`src/rtl/fetch_queue_pkg.sv`:
```
// Shared types and defaults for the instruction fetch queue.
package fetch_queue_pkg;

  typedef enum logic [1:0] {
    StIdle    = 2'd0,
    StReq     = 2'd1,
    StDiscard = 2'd2
  } fq_state_e;

  localparam logic [31:0] DefaultResetPc = 32'h0000_0000;

  // Occupancy counter width; must hold the value DEPTH itself.
  function automatic int unsigned count_width(input int unsigned depth);
    return $clog2(depth) + 1;
  endfunction

endpackage

```
`src/rtl/fetch_queue_storage.sv`:
```
// Circular buffer of {pc, instruction} entries with push, pop and flush.
module fetch_queue_storage
  import fetch_queue_pkg::*;
#(
  parameter int unsigned DEPTH = 4,
  parameter int unsigned WIDTH = 64
) (
  input  logic                    clk_i,
  input  logic                    rst_ni,
  input  logic                    push_i,
  input  logic                    pop_i,
  input  logic                    flush_i,
  input  logic [WIDTH-1:0]        wdata_i,
  output logic [WIDTH-1:0]        rdata_o,
  output logic [$clog2(DEPTH):0]  count_o
);

  localparam int unsigned PtrW = $clog2(DEPTH);
  localparam int unsigned CntW = count_width(DEPTH);

  logic [WIDTH-1:0] mem_q [DEPTH];
  logic [PtrW-1:0]  wr_ptr_q;
  logic [PtrW-1:0]  rd_ptr_q;
  logic [CntW-1:0]  count_q;

  always_ff @(posedge clk_i) begin
    if (!rst_ni) begin
      wr_ptr_q <= '0;
      rd_ptr_q <= '0;
      count_q  <= '0;
      for (int i = 0; i < DEPTH; i++) begin
        mem_q[i] <= '0;
      end
    end else if (flush_i) begin
      wr_ptr_q <= '0;
      rd_ptr_q <= '0;
      count_q  <= '0;
    end else begin
      if (push_i) begin
        mem_q[wr_ptr_q] <= wdata_i;
        wr_ptr_q        <= wr_ptr_q + PtrW'(1);
      end
      if (pop_i) begin
        rd_ptr_q <= rd_ptr_q + PtrW'(1);
      end
      count_q <= count_q + CntW'(push_i) - CntW'(pop_i);
    end
  end

  assign rdata_o = mem_q[rd_ptr_q];
  assign count_o = count_q;

endmodule

```
`src/rtl/fetch_queue.sv`:
```
// Prefetch queue: single-outstanding memory read FSM feeding a small {pc, ins} FIFO.
// Define FETCH_QUEUE_BYPASS_EN to forward read data straight to decode when the queue is empty.
module fetch_queue
  import fetch_queue_pkg::*;
#(
  parameter int unsigned           DEPTH      = 4,
  parameter int unsigned           ADDR_WIDTH = 32,
  parameter int unsigned           DATA_WIDTH = 32,
  parameter logic [ADDR_WIDTH-1:0] RESET_PC   = ADDR_WIDTH'(DefaultResetPc),
  parameter int unsigned           PC_STEP    = 4
) (
  input  logic                      clock_in,
  input  logic                      reset_in,
  input  logic                      halt_in,
  input  logic                      redirect_valid_in,
  input  logic [ADDR_WIDTH-1:0]     redirect_addr_in,
  output logic                      mem_read_out,
  output logic [ADDR_WIDTH-1:0]     mem_addr_out,
  input  logic                      mem_valid_in,
  input  logic [DATA_WIDTH-1:0]     mem_data_in,
  output logic                      fq_valid_out,
  input  logic                      fq_ready_in,
  output logic [DATA_WIDTH-1:0]     fq_ins_out,
  output logic [ADDR_WIDTH-1:0]     fq_pc_out,
  output logic [$clog2(DEPTH):0]    fq_count_out
);

  localparam int unsigned CntW = count_width(DEPTH);
  localparam int unsigned EntW = ADDR_WIDTH + DATA_WIDTH;

  fq_state_e             state_q;
  logic                  mem_read_q;
  logic [ADDR_WIDTH-1:0] mem_addr_q;
  logic [ADDR_WIDTH-1:0] fetch_pc_q;

  logic [CntW-1:0]       count;
  logic [EntW-1:0]       head;
  logic                  head_valid;
  logic                  accept;
  logic                  bypass;
  logic                  st_push;
  logic                  st_pop;
  logic                  can_issue;
  logic                  continue_req;
  logic [CntW:0]         next_count;
  logic [ADDR_WIDTH-1:0] next_pc;

  always_comb begin
    head_valid = (count != '0);
    accept     = (state_q == StReq) && mem_valid_in && !redirect_valid_in;
`ifdef FETCH_QUEUE_BYPASS_EN
    bypass     = accept && !head_valid;
`else
    bypass     = 1'b0;
`endif
    // A bypassed entry taken by decode this cycle never lands in storage.
    st_push      = accept && !(bypass && fq_ready_in);
    st_pop       = head_valid && fq_ready_in && !redirect_valid_in;
    next_count   = {1'b0, count} + (CntW + 1)'(st_push) - (CntW + 1)'(st_pop);
    can_issue    = !halt_in && (count < CntW'(DEPTH));
    continue_req = !halt_in && (next_count < (CntW + 1)'(DEPTH));
    next_pc      = fetch_pc_q + ADDR_WIDTH'(PC_STEP);
  end

  always_ff @(posedge clock_in) begin
    if (!reset_in) begin
      state_q    <= StIdle;
      mem_read_q <= 1'b0;
      mem_addr_q <= RESET_PC;
      fetch_pc_q <= RESET_PC;
    end else begin
      unique case (state_q)
        StIdle: begin
          if (redirect_valid_in) begin
            fetch_pc_q <= redirect_addr_in;
          end else if (can_issue) begin
            state_q    <= StReq;
            mem_read_q <= 1'b1;
            mem_addr_q <= fetch_pc_q;
          end
        end
        StReq: begin
          if (redirect_valid_in) begin
            fetch_pc_q <= redirect_addr_in;
            if (mem_valid_in) begin
              state_q    <= StIdle;
              mem_read_q <= 1'b0;
            end else begin
              state_q <= StDiscard;
            end
          end else if (mem_valid_in) begin
            fetch_pc_q <= next_pc;
            if (continue_req) begin
              mem_addr_q <= next_pc;
            end else begin
              state_q    <= StIdle;
              mem_read_q <= 1'b0;
            end
          end
        end
        StDiscard: begin
          // Stale read stays on the bus until memory answers; its data is dropped.
          if (redirect_valid_in) begin
            fetch_pc_q <= redirect_addr_in;
          end
          if (mem_valid_in) begin
            if (!redirect_valid_in && can_issue) begin
              state_q    <= StReq;
              mem_addr_q <= fetch_pc_q;
            end else begin
              state_q    <= StIdle;
              mem_read_q <= 1'b0;
            end
          end
        end
        default: begin
          state_q    <= StIdle;
          mem_read_q <= 1'b0;
        end
      endcase
    end
  end

  fetch_queue_storage #(
    .DEPTH (DEPTH),
    .WIDTH (EntW)
  ) u_storage (
    .clk_i   (clock_in),
    .rst_ni  (reset_in),
    .push_i  (st_push),
    .pop_i   (st_pop),
    .flush_i (redirect_valid_in),
    .wdata_i ({mem_addr_q, mem_data_in}),
    .rdata_o (head),
    .count_o (count)
  );

  assign mem_read_out = mem_read_q;
  assign mem_addr_out = mem_addr_q;
  assign fq_valid_out = head_valid || bypass;
  assign fq_ins_out   = bypass ? mem_data_in : head[DATA_WIDTH-1:0];
  assign fq_pc_out    = bypass ? mem_addr_q : head[EntW-1:DATA_WIDTH];
  assign fq_count_out = count;

endmodule

```
`config.mk`:
```
export PLATFORM = sky130hd
export DESIGN_NAME = fetch_queue
export DESIGN_NICKNAME = d
export VERILOG_FILES = /design/src/rtl/fetch_queue_pkg.sv /design/src/rtl/fetch_queue_storage.sv /design/src/rtl/fetch_queue.sv
export SDC_FILE = /design/constraint.sdc
export NUM_CORES = 1
export LEC_CHECK = 0
export ABC_AREA = 1
export CORE_AREA = 2 2 207 128
export CTS_BUF_LIST = sky130_fd_sc_hd__clkbuf_4
export DETAILED_ROUTE_END_ITERATION = 8
export DIE_AREA = 0 0 209 130
export HOLD_SLACK_MARGIN = 0.06
export PLACE_DENSITY = 0.87
export SYNTH_ARGS = -nofsm -noshare
export SYNTH_HDL_FRONTEND = slang
export SYNTH_HIERARCHICAL = 1
export SYNTH_SLANG_ARGS = --single-unit
```
`constraint.sdc`:
```
create_clock -name clock_in -period 10.4 [get_ports clock_in]
set_input_delay 2.6 -clock clock_in [delete_from_list [all_inputs] [get_ports clock_in]]
set_output_delay 2.6 -clock clock_in [all_outputs]
set_load 0.05 [all_outputs]
```
Word-level counts from Yosys, hierarchy flattened
Memories as Yosys holds them, arrays and structs flattened. A register that Yosys moved wholly into a read port is not among the register bits. Index checks and enable logic that the tools add are counted.

Bits in registers: 74. RAM bits: 256. Output and inout port bits: 101. Memories: 1.

Add/sub/neg operators: 7. Magnitude comparators: 2. Equal/unequal tests: 13. Multiplexer cells: 40. Bitwise operators: 1. Reduce and logical (&&, ||, !) cells: 20.

Memories: u_storage.mem_q (depth 4, width 64, read ports 1, clocked after memory_dff 1, write ports 4, RTL line fetch_queue_storage.sv:21) `logic [WIDTH-1:0] mem_q [DEPTH];`.

Operator list (number): 32-bit two-way mux (10); 32-bit case mux with 3 select lines (1); 64-bit two-way mux (1); 32-bit case mux with 2 select lines (1); 64-bit OR reduction (1); 32-bit by 3-bit adder with 32-bit output, second input constant (1); 2-bit two-way mux (10); 2-bit inequality test, second input constant (8); 1-bit two-way mux (15); 8-bit AND reduction (1); 1-bit logical AND (7); 3-bit inequality test, second input constant (2); 2-bit case mux with 3 select lines (1); 6-bit AND reduction (1); 3-bit nonzero test (2); 5-bit AND reduction (1); 2-bit by 1-bit adder with 2-bit output, second input constant (2); 3-bit by 1-bit adder with 4-bit output (1); 4-bit by 3-bit less-than comparator with 1-bit output, second input constant (1); 2-bit OR reduction (2); 4-bit by 1-bit subtractor with 4-bit output (1); 3-bit by 1-bit adder with 3-bit output (1); 3-bit less-than comparator, second input constant (1); 1-bit case mux with 3 select lines (1); 9 further kinds (10).

Logic depth before layout (Yosys ltp)
Gate-level depths: netlist of run 1.

Word-level depth: 11. Depth in mapped cells: 19. Mapped depth without buffers: 18.

Modules after synthesis
Netlist of run 1, hierarchy kept.

Modules (own cells, without submodules): fetch_queue_storage (times used 1, cells an instance 1089, area an instance 11410.9 µm²); fetch_queue (times used 1, cells an instance 756, area an instance 4314.1 µm²).

Least setup slack after synthesis of run 1
No wires, ideal clock.

Path kind: input-to-reg. Start point: in redirect_valid_in. End point: mem u_storage.mem_q[1][0], enable pin. Library setup time: 0.424 ns. Arrival time: 4.967 ns. Required time: 9.976 ns. Setup slack: 5.009 ns. Stages on the path: 8. Path buffers: 3. Cells stage by stage: buf_2 > nor2_1 > inv_1 > nor2_4 > nand3_1 > buf_4 > buf_6 > nand2_1.

RTL lines: from (decl) (RTL line fetch_queue.sv:15) `input logic redirect_valid_in,`; to (decl) (RTL line fetch_queue_storage.sv:21).

==> results of run 1 <==
[cells in the mapped netlist]
| cell type | instances | area (um^2) |
|---|---|---|
| clkinv_1 | 1 | 3.750 |
| buf_1 | 5 | 18.77 |
| buf_4 | 3 | 22.52 |
| nor2_1 | 573 | 2151 |
| a21oi_1 | 30 | 150.1 |
| nor2_4 | 3 | 33.78 |
| buf_6 | 18 | 202.7 |
| inv_1 | 168 | 630.6 |
| xnor2_1 | 1 | 8.760 |
| fa_1 | 1 | 20.02 |
| o21bai_1 | 2 | 15.01 |
| nor3_1 | 5 | 25.02 |
| or2_2 | 1 | 6.260 |
| inv_2 | 2 | 7.510 |
| o21ai_0 | 222 | 1111 |
| a31oi_1 | 17 | 106.4 |
| xor2_1 | 4 | 35.03 |
| clkbuf_1 | 44 | 165.2 |
| nand2_1 | 289 | 1085 |
| or2_0 | 1 | 6.260 |
| o211ai_1 | 3 | 22.52 |
| or2_1 | 1 | 6.260 |
| nand2_2 | 1 | 6.260 |
| buf_2 | 32 | 160.2 |
| nand3_1 | 46 | 230.2 |
| o2111ai_1 | 1 | 8.760 |
| and2_1 | 1 | 6.260 |
| dfxtp_1 | 76 | 1521 |
| nand4_1 | 13 | 81.33 |
| ha_1 | 6 | 75.07 |
| nand3_4 | 1 | 17.52 |
| o21ai_1 | 15 | 75.07 |
| nand3_2 | 1 | 10.01 |
| edfxtp_1 | 256 | 7687 |
| nor2_2 | 2 | 12.51 |
[kinds of logic (layout without fill, tap and decap cells)]
logic type / Yosys count / in the layout / share of synthesized area
compound gates: 290 / 290 / 0.09468
fa+ha+maj: 7 / 7 / 0.006047
other cells: 0 / 1 / 0
flops: 332 / 332 / 0.5856
simple gates: 938 / 938 / 0.2338
xor+xnor: 5 / 5 / 0.002785
buf+inv: 273 / 483 / 0.07702
[area by class of cell]
type                            instances  share of cell area
Sequential cell                       332              0.5021
Multi-Input combinational cell       1240              0.2924
Timing Repair Buffer                  178             0.09575
Clock buffer                          116             0.04747
Inverter                              171             0.03512
Tap cell                              336             0.02291
Clock inverter                         18            0.004024
Antenna cell                            1           0.0001364
[registers in the layout (all words and copies together), names as in the netlist, named ones only]
| register | count |
|---|---|
| mem_addr_out | 32 |
| u_storage/wr_ptr_q | 2 |
| u_storage/mem_q | 256 |
| mem_read_out | 1 |
| u_storage/rd_ptr_q | 2 |
| u_storage/count_o | 3 |
| state_q | 2 |
| fetch_pc_q | 32 |
[how the worst max path moves through the flow]
stage	cells past startpoint	endpoint	from	slack, ns
2_1_floorplan	8	u_storage/mem_q[1][0]$_SDFFCE_PN0P_	redirect_valid_in	5.01
3_3_place_gp	6	u_storage/mem_q[1][26]$_SDFFCE_PN0P_	redirect_valid_in	4.30
3_5_place_dp	7	u_storage/mem_q[1][26]$_SDFFCE_PN0P_	mem_valid_in	4.18
4_1_cts	5	fq_ins_out[10]	flip-flop	3.61
5_1_grt	5	fq_ins_out[10]	flip-flop	3.34
6_report	5	fq_ins_out[10]	flip-flop	3.63
[stage by stage]
step | area [um^2] | setup slack, ns | util
after CTS | 18340 | 3.607 | 0.7162
after global routing | 18350 | 3.345 | 0.7163
after detailed placement | 17400 | 4.184 | 0.6793
after global placement | 17400 | 4.303 | 0.6793
after floorplan | 15730 | 5.009 | -
final | 18350 | 3.635 | 0.7163
[power breakdown]
part | internal (mW) | switching (mW) | leakage (nW)
sequential | 1.49 | 0.0483 | 3.27
combinational | 0.116 | 0.258 | 3.45
clock | 0.509 | 0.511 | 0.573
[per-layer routing]
metal | track usage | wire [um]
met3 | 0.07268 | 4660
met1 | 0.4165 | 16760
met2 | 0.4549 | 18140
met4 | 0.1176 | 1035
met5 | 0 | 0
==> summary.md, run 1 <==
| Metric | Value |
|---|---|
| Clock slew at reported path FFs | `0.07 ns` |
| # DRC | `0` |
| GR Overflow Total | `0` |
| HP Start | `u_storage/rd_ptr_q[1]$_SDFFE_PP0P_` |
| Most frequent CP cell | `o21ai_0` |
| Routed len/inst | `16.97 um` |
| Clock buffer depth | `3` |
| Syn avg cell area | `8.523 um^2` |
| Leading cell type in the layout, fill and taps excluded | `nor2_1` |
| Core Box Area | `around 26000 um^2` |
| Startpoint Class | `flip-flop` |
| Starting Density | `0.6140` |
| CTS resizes | `0` |
| Post-route minimum period | `6.765 ns` |
| FF-to-FF setup slack | `6.07 ns` |
| PortBufs | `170` |
| Vias | `approximately 13k` |
| Layout cells sized above 1 | `0.07397` |
| Critical Path AT | `4.17 ns` |
| Power after layout | `2.930 mW` |
| Unique masters post-synth | `35` |
| Largest net degree at the start of global routing | `127` |
| Ports | `171` |
| Final RePlAce weighted congestion | `0.9456` |
| Clk_lat worst skew | `0.73 ns` |
| Number of buffers inserted by hold repair at cts | `0` |
| WP buf/inv | `3` |
| First-pass GRT wire length | `about 63 mm` |
| FF+latch area | `9213 um^2` |
| Post-Layout Cell Count | `roughly 2.4k` |
| Placed Instances | `2257` |
| Num Clock Sinks | `approximately 330` |
| Max H-tree Level | `3` |
| Crit-path max FO | `66` |
| Worst Skew | `0.04242 ns` |
| Slew @ Worst Pin | `1.238 ns` |
| P&R area growth vs syn | `16.67%` |
| Root Buffer | `clkbuf_4` |
| Reg2Reg Depth | `8` |
| Max cap viols | `0` |
| Period Utilization, post-route | `0.6505` |
| Fill cells | `1838` |
| Multi-input gate area | `~5400 um^2` |
| Final net count | `2077` |
| Routed wire length | `around 40 mm` |
| P per Cell Area | `159.7 nW/um^2` |
| Pleak | `7.299 nW` |
| Post-synthesis cell count | `1845` |
| Hold WS | `0.4648 ns` |
| Post-Syn Area | `15730 um^2` |
| Setup-failing EPs final | `0` |
| CTS tree | `yes` |
| RR Startpoint | `state_q[0]$_SDFFE_PN0P_` |
| Sequential area share after synthesis | `0.5856` |
| Highest-count cells in the layout ignoring fill and taps | `nor2_1, nand2_1, edfxtp_1, o21ai_0, clkdlybuf4s50_1` |
| Required time at the worst-slack endpoint | `just under 8 ns` |
| Detail Route Antenna Nets | `0` |
| Max-slew violations | `0` |
| CTS Buf Count | `between 70 and 80` |
| Flops & latches, synth | `332` |
| Hold Crit Endpoint | `u_storage/rd_ptr_q[1]$_SDFFE_PP0P_` |
| GRT Util Overall | `0.2976` |
| Slew headroom | `0.1749` |
| RSZ-0062 raised after global routing | `no` |
| Fmax | `147.8 MHz` |
| Status | `finished, final reports clean` |
| Ys Warns | `6` |
| Setup TNS | `0 ns` |
| Syn nets | `1922` |
| Hold/Removal Path Class | `flip-flop to flip-flop` |
| Initial antenna violation count | `1` |
| 1st-pass router iterations | `6` |
| Die area | `27170 um^2` |
| Top Family by Delay on Critical Path | `buffers and inverters` |
| Critical Path Max Stage Delay | `0.82 ns` |
| Final HPWL DP | `between 20 and 25 mm` |
| Setup crit end kind | `output port` |
| Worst path slowest cell | `clkinv_2` |
| DR iter-0 viols | `1574` |
| Setup CP Type | `flip-flop to output port` |
| Worst hold path depth | `1` |
| Cell breakdown of the critical path | `clkinv_2, buf_4, o21ai_0, o21ai_0, clkdlybuf4s50_1` |
| Fin. Hold Viols | `0` |
| Die X-Extent | `209 um` |
| Die H | `130 um` |
| Setup Fix Bufs, Post-CTS | `0` |
| Peak supply drop | `0.1031 mV` |
| Vias/cell | `5.590` |
| # rows | `46` |
| Worst R2R End | `u_storage/mem_q[0][36]$_SDFFCE_PN0P_` |
| Vias in the first global route | `12.48k` |
Note: power is estimated with default switching activity, not from simulation.
==> run 2: changes to the inputs <==
CORE_AREA = 2 2 226 139   (was 2 2 207 128)
DIE_AREA = 0 0 228 141   (was 0 0 209 130)
PLACE_DENSITY = 0.78   (was 0.87)
clock period = 5.9 ns   (was 10.4 ns; I/O delays follow)
==> run 2 against run 1 <==
Net effect: critical path depth shrank 1; clock power rose by 91%; cell count up 4.3%; non-clock buffer count up 11; sequential power rose by 75%; final area grew 1.7%; sequential share of layout area is 0.82 points lower; power up 81%; die area rose by 18%; clock skew decreased by 0.0063 ns.
==> summary.md, run 2 (synthesis gave the netlist of run 1 again) <==
| Metric | Value |
|---|---|
| Slew headroom | `0.2539` |
| Routed len/inst | `between 15 and 20 um` |
| Hold Crit Endpoint | `u_storage/rd_ptr_q[1]$_SDFFE_PP0P_` |
| Multi-input gate area | `5365 um^2` |
| # DRC | `0` |
| Pleak | `7.415 nW` |
| Slew @ Worst Pin | `1.119 ns` |
| FF+latch area | `9213 um^2` |
| Setup-failing EPs final | `0` |
| Die area | `32150 um^2` |
| Final RePlAce weighted congestion | `0.9495` |
| Routed wire length | `approximately 42 mm` |
| Number of buffers inserted by hold repair at cts | `0` |
| Detail Route Antenna Nets | `0` |
| Highest-count cells in the layout ignoring fill and taps | `nor2_1, nand2_1, edfxtp_1, o21ai_0, clkdlybuf4s50_1` |
| PortBufs | `170` |
| Period Utilization, post-route | `0.8923` |
| Vias | `13.23k` |
| Final net count | `roughly 2.1k` |
| Setup TNS | `0 ns` |
| Fill cells | `2629` |
| Reg2Reg Depth | `17` |
| Root Buffer | `clkbuf_4` |
| Setup crit end kind | `output port` |
| Clk_lat worst skew | `~0.71 ns` |
| Leading cell type in the layout, fill and taps excluded | `nor2_1` |
| CTS tree | `yes` |
| Hold/Removal Path Class | `flip-flop to flip-flop` |
| Critical Path AT | `around 3.8 ns` |
| Num Clock Sinks | `332` |
| GRT Util Overall | `0.2561` |
| Crit-path max FO | `just under 100` |
| Fmax | `between 150 and 200 MHz` |
| Setup Fix Bufs, Post-CTS | `0` |
| Max FFs per register | `256` |
| DR iter-0 viols | `1592` |
| Fin. Hold Viols | `0` |
| P per Cell Area | `285.1 nW/um^2` |
| Startpoint Class | `flip-flop` |
| Peak supply drop | `between 0.15 and 0.2 mV` |
| RR Startpoint | `state_q[0]$_SDFFE_PN0P_` |
| CTS Buf Count | `slightly below 80` |
| Layout cells sized above 1 | `0.08518` |
| RSZ-0062 raised after global routing | `no` |
| GR Overflow Total | `0` |
| Core Box Area | `about 30000 um^2` |
| P&R area growth vs syn | `18.59%` |
| HP Start | `u_storage/rd_ptr_q[1]$_SDFFE_PP0P_` |
| Status | `finished, final reports clean` |
| Power after layout | `5.316 mW` |
| Critical Path Max Stage Delay | `between 0.9 and 1 ns` |
| Largest net degree at the start of global routing | `98` |
| Setup CP Type | `flip-flop to output port` |
| Worst R2R End | `mem_addr_out[9]$_SDFFE_PN0P_` |
| Initial antenna violation count | `1` |
| First-pass GRT wire length | `65.12 mm` |
| Post-route minimum period | `5.265 ns` |
| Clock buffer depth | `3` |
| Vias/cell | `5.303` |
| 1st-pass router iterations | `6` |
| Top reg by flops | `u_storage/mem_q` |
| Worst Skew | `0.03613 ns` |
| # rows | `50` |
| Cell breakdown of the critical path | `buf_4, nor2_1, o21ai_0, clkdlybuf4s50_1` |
| CTS resizes | `0` |
| Worst hold path depth | `1` |
| Starting Density | `0.5172` |
| Post-layout util | `0.6134` |
| Required time at the worst-slack endpoint | `4.43 ns` |
| Max-slew violations | `0` |
| Vias in the first global route | `12.51k` |
| Max H-tree Level | `3` |
| Max cap viols | `0` |
| Die H | `141 um` |
| Worst path slowest cell | `clkdlybuf4s50_1` |
| Hold WS | `~0.46 ns` |
| Final HPWL DP | `between 20 and 30 mm` |
| FF-to-FF setup slack | `2.11 ns` |
| Clock slew at reported path FFs | `0.07 ns` |
| Ports | `171` |
| Die X-Extent | `between 200 and 250 um` |
## run 2: cell count changes in the layout (fill, tap and decap cells not counted), sizes merged
cell / before / now
clkbuf: 116 / 128
clkinvlp: 1 / 2
bufinv: 0 / 1
clkinv: 16 / 14
buf: 9 / 20
## run 2: how the worst max path moves through the flow
stage	slack, ns	end	start	depth (start not counted)
after global placement	1.33	mem_addr_out[23]$_SDFFE_PN0P_	redirect_valid_in	16
after floorplan	1.63	u_storage/mem_q[1][0]$_SDFFCE_PN0P_	redirect_valid_in	8
after CTS	0.66	fq_pc_out[3]	flip-flop	6
final	0.64	fq_pc_out[17]	flip-flop	4
after global routing	0.37	fq_pc_out[3]	flip-flop	6
after detailed placement	1.16	mem_addr_out[23]$_SDFFE_PN0P_	redirect_valid_in	16
## run 2: through the flow
stage	setup WS [ns]	cells	area, um^2
2_1_floorplan	1.634	1845	15730
3_3_place_gp	1.327	2348	17580
3_5_place_dp	1.164	2348	17580
4_1_cts	0.6571	2494	18650
5_1_grt	0.3742	2495	18650
6_report	0.6354	2495	18650
## run 2: report_power, final
| part | switching, mW | internal, mW | total (mW) | leakage (nW) |
|---|---|---|---|---|
| Combinational | 0.456 | 0.207 | 0.663 | 3.50 |
| Sequential | 0.0813 | 2.62 | 2.70 | 3.27 |
| Clock | 0.920 | 1.03 | 1.95 | 0.640 |
| Total | 1.46 | 3.86 | 5.32 | 7.41 |
## run 2: metal layers
metal | vias to the layer above | global-route usage | part of all wire
met3 | 64 | 0.05461 | 0.092
met4 | 0 | 0.08600 | 0.020
met2 | 614 | 0.3906 | 0.45
met1 | 6174 | 0.3660 | 0.44
met5 | - | 0 | 0
li1 | 6378 | - | -
## run 2: final cells by class
type                       instances  area share
timing repair buffer             189     0.09862
clock buffer                     128     0.05153
inverter                         171     0.03455
clock inverter                    18    0.005569
antenna                            1   0.0001342
tap                              416     0.02791
multi-input combinational       1240      0.2877
sequential                       332      0.4940
## run 2: critical path: cells and delay by family (launching register included)
| kind | cells | cell delay, ns |
|---|---|---|
| flops | 1 | 0.60 |
| simple gates | 1 | 0.10 |
| buf+inv | 2 | 1.78 |
| compound gates | 1 | 0.49 |
